File: src/rtl/rap_pkg.sv
// ---------------------------------------------------------------------------
// rap_pkg -- shared definitions for the approximate-adder error monitor.
//   state_t       : 2-bit FSM state encoding (IDLE, RUN, DRAIN, REPORT)
//   OP_W          : operand width of the monitored adder
//   SUM_W         : width of the exact / approximate sum (OP_W + 1)
//   WIN_LOG2_DEF  : default log2 of samples per measurement window
//   abs_diff      : unsigned absolute difference of two SUM_W values
// ---------------------------------------------------------------------------
package rap_pkg;

    localparam int OP_W         = 8;
    localparam int SUM_W        = OP_W + 1;
    localparam int WIN_LOG2_DEF = 4;

    typedef enum logic [1:0] {
        ST_IDLE   = 2'd0,
        ST_RUN    = 2'd1,
        ST_DRAIN  = 2'd2,
        ST_REPORT = 2'd3
    } state_t;

    function automatic logic [SUM_W-1:0] abs_diff(input logic [SUM_W-1:0] x,
                                                  input logic [SUM_W-1:0] y);
        return (x >= y) ? (x - y) : (y - x);
    endfunction

endpackage

File: src/rtl/rap_ed_calc.sv
// ---------------------------------------------------------------------------
// rap_ed_calc -- combinational error-distance calculator.
// Forms the exact 9-bit sum a+b and compares it with the approximate adder's
// result.
//   a, b       in  : 8-bit operands
//   approx_sum in  : 9-bit approximate sum for the same operands
//   ed         out : |exact - approx_sum|
//   mismatch   out : 1 when approx_sum differs from the exact sum
// ---------------------------------------------------------------------------
module rap_ed_calc
    import rap_pkg::*;
(
    input  logic [OP_W-1:0]  a,
    input  logic [OP_W-1:0]  b,
    input  logic [SUM_W-1:0] approx_sum,
    output logic [SUM_W-1:0] ed,
    output logic             mismatch
);

    logic [SUM_W-1:0] exact;

    // Zero-extend before adding so the carry lands in bit 8.
    assign exact = {1'b0, a} + {1'b0, b};

    always_comb begin
        // NOTE: every output of a combinational block gets a default first,
        // so no path through the block leaves a value held (no latch).
        ed       = '0;
        mismatch = 1'b0;
        ed       = abs_diff(exact, approx_sum);
        mismatch = (exact != approx_sum);
    end

endmodule

File: src/rtl/rap_err_mon.sv
// ---------------------------------------------------------------------------
// rap_err_mon -- windowed error monitor for an 8-bit approximate adder.
// After start, accepts 2^WIN_LOG2 samples (a, b, approx_sum), registers each
// sample's error distance into a one-entry stage s1, and accumulates the
// mismatch count, maximum and total error distance. One DRAIN cycle folds in
// the last s1 entry, then the report is held until rpt_ready.
//   clk, rst          : clock, synchronous active-high reset
//   start             : begin a window (IDLE only)
//   in_valid/in_ready : sample handshake (in_ready high only in RUN)
//   a, b, approx_sum  : sample operands and approximate result
//   busy              : high in any state but IDLE
//   rpt_valid/ready   : report handshake
//   err_cnt, max_ed, sum_ed : window statistics, held until next start
// ---------------------------------------------------------------------------
module rap_err_mon
    import rap_pkg::*;
#(
    parameter int WIN_LOG2 = WIN_LOG2_DEF
) (
    input  logic                  clk,
    input  logic                  rst,
    input  logic                  start,
    input  logic                  in_valid,
    output logic                  in_ready,
    input  logic [OP_W-1:0]       a,
    input  logic [OP_W-1:0]       b,
    input  logic [SUM_W-1:0]      approx_sum,
    output logic                  busy,
    output logic                  rpt_valid,
    input  logic                  rpt_ready,
    output logic [WIN_LOG2:0]     err_cnt,
    output logic [SUM_W-1:0]      max_ed,
    output logic [SUM_W+WIN_LOG2-1:0] sum_ed
);

    localparam int CNT_W = WIN_LOG2 + 1;
    localparam logic [CNT_W-1:0] LAST_IDX = CNT_W'((1 << WIN_LOG2) - 1);

    state_t           state;
    logic [CNT_W-1:0] cnt;
    logic             s1_vld;
    logic [SUM_W-1:0] s1_ed;
    logic             s1_flag;

    logic [SUM_W-1:0] ed;
    logic             mismatch;
    logic             accept;

    rap_ed_calc u_ed_calc (
        .a          (a),
        .b          (b),
        .approx_sum (approx_sum),
        .ed         (ed),
        .mismatch   (mismatch)
    );

    assign accept = in_valid && in_ready && (state == ST_RUN);

    // NOTE: all state below uses non-blocking assignments, so every right-hand
    // side reads the pre-edge value; where two assignments to the same
    // register fire on one edge, the later one in this block wins.
    always_ff @(posedge clk) begin
        if (rst) begin
            state     <= ST_IDLE;
            in_ready  <= 1'b0;
            busy      <= 1'b0;
            rpt_valid <= 1'b0;
            cnt       <= '0;
            s1_vld    <= 1'b0;
            s1_ed     <= '0;
            s1_flag   <= 1'b0;
            err_cnt   <= '0;
            max_ed    <= '0;
            sum_ed    <= '0;
        end else begin
            s1_vld <= 1'b0;

            // Fold the staged sample into the statistics.
            if (s1_vld) begin
                err_cnt <= err_cnt + CNT_W'(s1_flag);
                sum_ed  <= sum_ed + (SUM_W+WIN_LOG2)'(s1_ed);
                if (s1_ed > max_ed) begin
                    max_ed <= s1_ed;
                end
            end

            case (state)
                ST_IDLE: begin
                    if (start) begin
                        state    <= ST_RUN;
                        in_ready <= 1'b1;
                        busy     <= 1'b1;
                        cnt      <= '0;
                        err_cnt  <= '0;
                        max_ed   <= '0;
                        sum_ed   <= '0;
                    end
                end
                ST_RUN: begin
                    if (accept) begin
                        s1_vld  <= 1'b1;
                        s1_ed   <= ed;
                        s1_flag <= mismatch;
                        cnt     <= cnt + CNT_W'(1);
                        if (cnt == LAST_IDX) begin
                            state    <= ST_DRAIN;
                            in_ready <= 1'b0;
                        end
                    end
                end
                ST_DRAIN: begin
                    // The last s1 entry is accumulated above on this edge.
                    state     <= ST_REPORT;
                    rpt_valid <= 1'b1;
                end
                ST_REPORT: begin
                    if (rpt_ready) begin
                        state     <= ST_IDLE;
                        rpt_valid <= 1'b0;
                        busy      <= 1'b0;
                    end
                end
                default: begin
                    state     <= ST_IDLE;
                    in_ready  <= 1'b0;
                    busy      <= 1'b0;
                    rpt_valid <= 1'b0;
                end
            endcase
        end
    end

endmodule
File: config.mk
export PLATFORM = sky130hd
export DESIGN_NAME = rap_err_mon
export DESIGN_NICKNAME = d
export VERILOG_FILES = /design/src/rtl/rap_pkg.sv /design/src/rtl/rap_ed_calc.sv /design/src/rtl/rap_err_mon.sv
export SDC_FILE = /design/constraint.sdc
export NUM_CORES = 1
export LEC_CHECK = 0
export CAP_MARGIN = 10
export CORE_MARGIN = 1.5
export CORE_UTILIZATION = 35
export CTS_BUF_LIST = sky130_fd_sc_hd__clkbuf_4
export CTS_CLUSTER_SIZE = 8
export DETAILED_ROUTE_END_ITERATION = 12
export MAX_ROUTING_LAYER = met4
export PLACE_DENSITY = 0.52
export SLEW_MARGIN = 25
export SYNTH_ARGS = -nofsm -noshare
export SYNTH_HDL_FRONTEND = slang
export SYNTH_SLANG_ARGS = --single-unit
File: constraint.sdc
create_clock -name clk -period 6.7 [get_ports clk]
set_input_delay 1.34 -clock clk [delete_from_list [all_inputs] [get_ports clk]]
set_output_delay 1.34 -clock clk [all_outputs]
set_load 0.1 [all_outputs]
==> flow_summary.toml, run 1 <==
[status]
status = "finished clean"

[sta]
hold_viol = 0
setup_viol = 0
relSlewSlack_pct = 35.14
timing.fmax_mhz = 207.7
timing.setup.tns_ps = 0
tightest_slew_ps = 969.8
rsz0062_at_grt = "false"
finalCritPeriodShare_pct = 71.85
finalCriticalPeriod_ps = 4814
finalClockSkew_ps = 14.12
slew_viol_final = 0

[global_route]
antenna_found_initial = 0
grt_usage_pct = 15.37
grt_max_degree = 27
gr-total-overflow = 0
grt_pass1_wl_um = 14000
grt_pass1_vias = 3101

[logic_synthesis]
async_reset_ff_share_pct = 0
ys_seq_area_share_pct = 25.63
synth_cell_types = 54
synth.most_common_cell = "a21oi_1"
syn-num-nets = 553
ys_ff_latch = 48
syn_inst = 468
synth_top_area_share_pct = 25.63
synth_area_leaders = "dfxtp_1 26%, ha_1 17%, a21oi_1 7.1%"
synth_commonest_cells = "53 x a21oi_1, 51 x ha_1, 48 x dfxtp_1, 45 x nor2_1, 40 x inv_1"
synth.largest_area_cell = "dfxtp_1"
yosys_warnings = 0
synth_area_sq_mm = 0.003749
synth-main-ff-cell = "dfxtp_1"
avgSynthCellArea_sq_um = 8.010
synth_edf_count = 0

[clock_network]
cts_tree = "built"
post_cts_resized = 0
path_clk_slew_ps = 130
clock-sinks = 48
cts-htree-levels = 2
post-cts-setup-buffer-count = 0
numCtsBuffers = 5
clock_latency_ps = 340
cts-root-buf = "clkbuf_4"
cts_hold_buf = 0
max-clock-path-buffers = 2

[pwr]
power_leakage_nw = 1.766
ir_worst_vdd_uv = 75.77
cellPowerDensity_mw_per_mm2 = 211.0

[min_path]
hp-class = "register to register"

[floorplan]
io_pins = 60
dieHeight_um = 106.5
die_area_sq_mm = 0.01134
start_util_pct = 36.15
rows = 37
coreArea_sq_mm = 0.01037
die_w_um = 106.5

[drt]
vias_per_cell = 5.054
route.detailed.drc = 0
drt_iter0_drc = 150
wirelength_um = 8269
firstDrtPassIters = 4
routedWlPerCell_um = 12.68
dr_total_vias = 3295
postRouteAntennaNets = 0

[finish]
synthToLayoutAreaGrowth_pct = 19.46
final_core_util_pct = 43.18
drive_above_1_share_pct = 4.070
antenna_cells = 0
final_nets = 601

[setup_path]
path_max_fanout = 12
critical_path_class = "input pin to register"
crit_required_ps = 6950
end_kind = "register"
startpoint_type = "input pin"
crit_arrival_ps = 5070

[job]
cap_violations = 0

[place]
gp_congestion = 0.8782
io_buffers = 59
hpwl_um = 6589
==> metal layers <==
metal	global-route usage [%]	routed length, um	part of all wire [%]	vias to the layer above
met4	3.905	68	0.82	0
met3	1.962	333	4.0	4
met5	-	0	0	-
met2	24.93	3680	45	83
met1	20.31	4188	51	1462
li1	-	-	-	1746
==> power breakdown <==
group / switching (mW) / leakage, nW / internal, mW
logic: 0.311 / 1.35 / 0.172
registers: 0.0274 / 0.388 / 0.308
clock network: 0.0842 / 0.0315 / 0.0429
==> path summary, 6_finish.rpt <==
| path | start | to | slack, ps | depth (start not counted) |
|---|---|---|---|---|
| setup / recovery | a[0] | s1_ed[4]$_SDFFE_PP0P_ | 1890 | 15 |
| hold / removal | max_ed[8]$_SDFF_PP0_ | max_ed[8]$_SDFF_PP0_ | 500 | 2 |
| setup reg to reg | state[1]$_SDFFE_PP0P_ | cnt[1]$_SDFFE_PP0P_ | 4460 | 6 |
| hold reg to reg | max_ed[8]$_SDFF_PP0_ | max_ed[8]$_SDFF_PP0_ | 500 | 2 |
==> kinds of logic after synthesis <==
group	share of synthesized area, %
compound gates	20.83
flops	25.63
buf+inv	6.442
simple gates	20.66
mux	2.136
xor+xnor	5.140
fa+ha+maj	19.16
==> layout make-up <==
cell class,instances,area [sq um]
Timing Repair Buffer,60,598.1
Clock buffer,6,45.04
Tap cell,136,170.2
Sequential cell,48,960.9
Clock inverter,1,5.005
Inverter,40,150.1
Fill cell,1064,5892
Multi-Input combinational cell,361,2549
==> flip-flops by register name (all words and copies together), names as in the netlist, 2 cells and up <==
name / cells
err_cnt: 5
state: 2
cnt: 5
max_ed: 9
sum_ed: 13
s1_ed: 9
==> placed cells by master, fill, tap and decap left out, drive strengths merged, types with 12 or more instances in the layout <==
master         count
a21oi             53
clkdlybuf4s50     59
dfxtp             48
ha                51
inv               40
nand2             24
nand3             24
nor2              45
o21ai             23
or3               13
xnor2             12
==> metrics by stage <==
step           power, mW  cell area (sq um)  setup slack (ps)  std cells  hold WS [ps]
2_1_floorplan     0.7140               3749              2418        468         457.0
5_1_grt            1.032               4478              1569        652         521.3
3_5_place_dp      0.8222               4425              1511        645         479.2
4_1_cts           0.9598               4476              1871        652         501.6
3_3_place_gp      0.8184               4425              1584        645         473.6
6_report          0.9447               4478              1886        652         498.5
==> worst max-delay path, cell delays in order <==
cell	delay, ps
clkdlybuf4s50_1	400
ha_1	220
fa_1	400
a21o_1	200
a21oi_1	230
o21bai_1	100
a21oi_1	210
xnor2_1	170
ha_1	380
and3_4	250
a221o_1	330
o21ai_2	180
and2_1	310
a21oi_1	90
nor4_2	250
(Power assumes the default switching activity.)
==> run 2: changes to the inputs <==
==> constraint.sdc (replaced) <==
create_clock -name clk -period 5 [get_ports clk]
set_input_delay 1 -clock clk [delete_from_list [all_inputs] [get_ports clk]]
set_output_delay 1 -clock clk [all_outputs]
set_load 0.1 [all_outputs]
==> flow_summary.toml, run 2 (synthesis results as in run 1) <==
[status]
status = "finished clean"

[clock_network]
numCtsBuffers = 5
max-clock-path-buffers = 2
post-cts-setup-buffer-count = 0
post_cts_resized = 0
cts-htree-levels = 2
path_clk_slew_ps = 150
clock-sinks = 48
cts_tree = "built"
cts_hold_buf = 0
clock_latency_ps = 380
cts-root-buf = "clkbuf_4"

[pwr]
comb_power_share_pct = 48.5
internal-power_mw = 0.7519
clockPowerShare_pct = 18.0
ir_worst_vdd_uv = 133.6
power_leakage_nw = 1.781
cellPowerDensity_mw_per_mm2 = 296.5
power.switching_mw = 0.5880
swShare_pct = 43.88
p_seq_share_pct = 33.5

[min_path]
hp-class = "register to register"
min_delay_path_depth = 2
hp-start = "max_ed[3]$_SDFF_PP0_"
whs_endpoint = "max_ed[3]$_SDFF_PP0_"

[finish]
n_fill_cell = 1087
mostFrequentLayoutCells = "59 x clkdlybuf4s50_1, 53 x a21oi_1, 51 x ha_1, 48 x dfxtp_1, 45 x nor2_1"
largest_reg_flops = 13
synthToLayoutAreaGrowth_pct = 20.56
top_register = "sum_ed"
final_nets = 602
antenna_cells = 0
drive_above_1_share_pct = 4.440
final_common_cell = "clkdlybuf4s50_1"
top_regs = "sum_ed x13, max_ed x9, s1_ed x9"

[setup_path]
timing.rr.start = "state[1]$_SDFFE_PP0P_"
rrSetupSlack_ps = 2770
critPathLaunch = "a[0]"
critical_path_class = "input pin to register"
max_stage_delay_ps = 400
path_max_fanout = 8
r2r_cells = 6
crit_arrival_ps = 4610
crit_chain = "clkdlybuf4s50_1 -> ha_1 -> fa_1 -> a21o_1 -> a21oi_1 -> o21bai_1 -> a21oi_1 -> xnor2_1 -> ha_1 -> and3_4 -> a221o_1 -> o21ai_2 -> and2_1 -> a21oi_1 -> nor4_2"
end_kind = "register"
startpoint_type = "input pin"
crit_required_ps = 5280
critPathMostFrequentCell = "a21oi_1"
cp_slowest_cell = "clkdlybuf4s50_1"
r2r-end = "cnt[1]$_SDFFE_PP0P_"

[place]
io_buffers = 59
gp_congestion = 0.9007
post-place-ws_ps = 250.3
hpwl_um = 6769

[sta]
tightest_slew_ps = 969.1
hold_viol = 0
setup_viol = 0
finalClockSkew_ps = 25.19
slew_viol_final = 0
relSlewSlack_pct = 35.19
finalCritPeriodShare_pct = 86.70
timing.setup.tns_ps = 0
finalCriticalPeriod_ps = 4335
timing.fmax_mhz = 230.7
setup_ws_ps = 664.8
rsz0062_at_grt = "false"

[drt]
route.detailed.drc = 0
drt_iter0_drc = 162
wirelength_um = 8454
routedWlPerCell_um = 12.93
postRouteAntennaNets = 0
vias_per_cell = 5.064
firstDrtPassIters = 4
dr_total_vias = 3312

[global_route]
gr-total-overflow = 0
antenna_found_initial = 0
grt_pass1_wl_um = 14280
grt_usage_pct = 15.84
grt_pass1_vias = 3193
grt_max_degree = 27

[floorplan]
io_pins = 60
start_util_pct = 36.15
dieHeight_um = 106.5
die_w_um = 106.5
coreArea_sq_mm = 0.01037
die_area_sq_mm = 0.01134
rows = 37

[job]
cap_violations = 0
[run 2: cell count changes in the layout (fill, tap and decap cells not counted), sizes merged]
cell,delta
buf,+1
bufinv,+1
clkinvlp,+1
clkinv,-1
inv,+1
clkbuf,-1
[run 2: how the worst max path moves through the flow]
stage | to | slack (ps) | cells after the start
2_1_floorplan | s1_ed[1]$_SDFFE_PP0P_ | 1060 | 15
3_3_place_gp | s1_ed[1]$_SDFFE_PP0P_ | 300 | 15
3_5_place_dp | s1_ed[8]$_SDFFE_PP0P_ | 250 | 15
4_1_cts | s1_ed[1]$_SDFFE_PP0P_ | 650 | 15
5_1_grt | s1_ed[2]$_SDFFE_PP0P_ | 410 | 15
6_report | s1_ed[2]$_SDFFE_PP0P_ | 660 | 15
[run 2: through the flow]
stage	area (sq um)	hold WS [ps]	utilization, %	total power [mW]	std cells
floorplan	3749	457.0	-	0.9568	468
global placement	4433	472.3	42.75	1.104	646
CTS	4517	508.1	43.56	1.356	654
detailed placement	4433	483.8	42.75	1.107	646
finish	4519	508.6	43.58	1.340	654
global route	4519	538.5	43.58	1.452	654
[run 2: critical path: cells and delay by family]
family                   cells  cell delay (ps)
adder cells (fa/ha/maj)      3              930
AO/OA/AOI/OAI                7             1320
AND/OR/NAND/NOR              3              790
XOR/XNOR                     1              170
buffers and inverters        1              400
[run 2: cell type report]
cell class	instances	area, sq um	area share, %
multi-input combinational	361	2549	56.40
sequential	48	960.9	21.26
timing repair buffer	61	605.6	13.40
tap	136	170.2	3.765
inverter	40	150.1	3.322
clock inverter	3	46.29	1.024
clock buffer	5	37.54	0.8306
[run 2: power by group through the flow]
stage | clock network [mW] | logic, mW | registers, mW
final | 0.241 | 0.649 | 0.449
after global routing | 0.269 | 0.729 | 0.455
after CTS | 0.255 | 0.651 | 0.450
after detailed placement | 0 | 0.648 | 0.459
after global placement | 0 | 0.646 | 0.457
after floorplan | 0 | 0.443 | 0.514
[run 2: metal layers]
| layer | share of wire [%] | GRT usage, % | up-vias |
|---|---|---|---|
| li1 | - | - | 1753 |
| met1 | 49 | 19.83 | 1470 |
| met2 | 45 | 26.31 | 74 |
| met3 | 3.6 | 2.330 | 15 |
| met4 | 2.2 | 5.048 | 0 |
| met5 | 0 | - | - |
==> run 3: changes to the inputs <==
--- a/config.mk
+++ b/config.mk
@@ -5,13 +5,13 @@
 export SDC_FILE = /design/constraint.sdc
 export NUM_CORES = 1
 export LEC_CHECK = 0
+export ABC_AREA = 1
 export CAP_MARGIN = 10
 export CORE_MARGIN = 1.5
 export CORE_UTILIZATION = 35
 export CTS_BUF_LIST = sky130_fd_sc_hd__clkbuf_4
 export CTS_CLUSTER_SIZE = 8
 export DETAILED_ROUTE_END_ITERATION = 12
-export MAX_ROUTING_LAYER = met4
 export PLACE_DENSITY = 0.52
 export SLEW_MARGIN = 25
 export SYNTH_ARGS = -nofsm -noshare
==> flow_summary.toml, run 3 <==
[logic_synthesis]
synth.most_common_cell = "nand2_1"
synth_top_family_by_area = "simple AND/OR/NAND/NOR gates"
synthMuxAreaShare_pct = 0
synth-xor-area-share_pct = 2.369
synth_commonest_cells = "166 x nand2_1, 99 x inv_1, 58 x nor2_1, 51 x ha_1"
synth-main-ff-cell = "dfxtp_1"
synth_top_area_share_pct = 23.62
synth_cell_types = 36
synth_edf_count = 0
syn-num-nets = 707
synth.largest_area_cell = "dfxtp_1"
synth_compound_gate_area_share_pct = 11.17
syn_inst = 622
avgSynthCellArea_sq_um = 6.540
async_reset_ff_share_pct = 0
ys_ff_latch = 48
yosys_warnings = 0
yosys.area_share.adder_pct = 17.66
synth_simple_gate_area_share_pct = 32.97
synth_area_leaders = "dfxtp_1 24%, ha_1 16%, nand2_1 15%"
synth_area_sq_mm = 0.004068
ys_seq_area_share_pct = 23.62

[status]
status = "finished clean"

[global_route]
antenna_found_initial = 0
grt_max_degree = 29
grt_usage_pct = 15.13
gr-total-overflow = 0
grt_pass1_vias = 3608
grt_pass1_wl_um = 15770

[floorplan]
coreArea_sq_mm = 0.01137
die_w_um = 110.8
die_area_sq_mm = 0.01228
rows = 39
io_pins = 60
dieHeight_um = 110.8
start_util_pct = 35.78

[clock_network]
numCtsBuffers = 5
cts_hold_buf = 0
clock-sinks = 48
cts-htree-levels = 2
cts_tree = "built"
max-clock-path-buffers = 2
path_clk_slew_ps = 130
clock_latency_ps = 380
post_cts_resized = 0
post-cts-setup-buffer-count = 0
cts-root-buf = "clkbuf_4"

[finish]
drive_above_1_share_pct = 5.318
top_regs = "sum_ed x13, max_ed x9, s1_ed x9"
largest_reg_flops = 13
antenna_cells = 0
final_area_sq_mm = 0.004815
stdcell_count = 820
top_register = "sum_ed"
synthToLayoutAreaGrowth_pct = 18.36
mostFrequentLayoutCells = "166 x nand2_1, 99 x inv_1, 59 x clkdlybuf4s50_1, 58 x nor2_1, 51 x ha_1"
final_common_cell = "nand2_1"
final_nets = 761
final_core_util_pct = 42.35
n_fill_cell = 1250

[pwr]
ir_worst_vdd_uv = 233.6
power_leakage_nw = 2.421
comb_power_share_pct = 50.4
swShare_pct = 45.60
p_seq_share_pct = 34.5
cellPowerDensity_mw_per_mm2 = 259.4
clockPowerShare_pct = 15.1
finalPower_mw = 1.249
power.switching_mw = 0.5695
internal-power_mw = 0.6793

[place]
post-place-ws_ps = 886.5
gp_congestion = 0.8169
placed_area_sq_mm = 0.004758
hpwl_um = 7106
dp_cells = 812
io_buffers = 59

[drt]
postRouteAntennaNets = 0
dr_total_vias = 3719
routedWlPerCell_um = 10.51
wirelength_um = 8622
drt_iter0_drc = 121
firstDrtPassIters = 4
vias_per_cell = 4.535
route.detailed.drc = 0

[job]
cap_violations = 0

[setup_path]
critPathLaunch = "a[0]"
path_max_fanout = 8
rrSetupSlack_ps = 3110
startpoint_type = "input pin"
crit_arrival_ps = 4010
end_kind = "register"
r2r_cells = 7
crit_required_ps = 5320
r2r-end = "s1_flag$_SDFFE_PP0P_"
critical_path_class = "input pin to register"
timing.rr.start = "state[1]$_SDFFE_PP0P_"
crit_end = "s1_ed[8]$_SDFFE_PP0P_"

[sta]
finalCriticalPeriod_ps = 3695
hold_viol = 0
setup_viol = 0
tightest_slew_ps = 983.1
setup_ws_ps = 1305
slew_viol_final = 0
finalClockSkew_ps = 19.38
relSlewSlack_pct = 34.25
rsz0062_at_grt = "false"
timing.fmax_mhz = 270.6
finalCritPeriodShare_pct = 73.91
timing.setup.tns_ps = 0
holdWs_ps = 469.7

[min_path]
hp-class = "register to register"
run 3: how the worst min path moves through the flow:
stage,slack [ps],startpoint,cells after the start,endpoint
floorplan,440,cnt[4]$_SDFFE_PP0P_,2,cnt[4]$_SDFFE_PP0P_
global placement,440,err_cnt[4]$_SDFF_PP0_,1,err_cnt[4]$_SDFF_PP0_
detailed placement,460,err_cnt[4]$_SDFF_PP0_,1,err_cnt[4]$_SDFF_PP0_
CTS,480,err_cnt[4]$_SDFF_PP0_,1,err_cnt[4]$_SDFF_PP0_
global route,510,err_cnt[4]$_SDFF_PP0_,1,err_cnt[4]$_SDFF_PP0_
finish,470,err_cnt[4]$_SDFF_PP0_,1,err_cnt[4]$_SDFF_PP0_
run 3: cells by family after synthesis:
| kind of cell | after synthesis |
|---|---|
| AND/OR/NAND/NOR | 308 |
| flip-flops | 48 |
| buffers and inverters | 122 |
| adder cells (fa/ha/maj) | 55 |
| XOR/XNOR | 11 |
| AO/OA/AOI/OAI | 78 |
run 3: power groups by stage:
stage	logic [mW]	registers (mW)	clock network [mW]
final	0.630	0.431	0.189
after global routing	0.715	0.435	0.212
after CTS	0.634	0.431	0.201
after detailed placement	0.632	0.439	0
after global placement	0.629	0.439	0
after floorplan	0.428	0.513	0
run 3: cell type report:
class / instances / area, sq um / area share, %
flip-flops and latches: 48 / 960.9 / 19.96
multi-input cells: 452 / 2610 / 54.21
clock buffers: 6 / 45.04 / 0.9356
inverters: 109 / 410.4 / 8.524
well taps: 143 / 178.9 / 3.716
clock inverters: 2 / 11.26 / 0.2339
repair buffers: 60 / 598.1 / 12.42
run 3: worst max-delay path: stages:
cell	delay (ps)
clkdlybuf4s50_1	400
ha_1	230
fa_1	400
a21oi_1	170
o21ai_1	110
nand2_1	70
nand2_1	50
nand2_1	70
nand3_1	60
nand2_1	80
inv_1	50
ha_1	360
nand2_1	90
nand2_1	80
a21oi_2	150
nand2_2	80
a21oi_2	290
nand2_1	90
nand3_1	70
nand2_1	50
inv_1	40
run 3: metal layers:
| metal | track usage (%) | up-vias | wire length (um) | share of wire (%) |
|---|---|---|---|---|
| met3 | 2.624 | 12 | 243 | 2.8 |
| met2 | 26.71 | 49 | 3986 | 46 |
| met1 | 18.92 | 1575 | 4265 | 49 |
| li1 | - | 2083 | - | - |
| met4 | 4.103 | 0 | 127 | 1.5 |
| met5 | 0 | - | 0 | 0 |
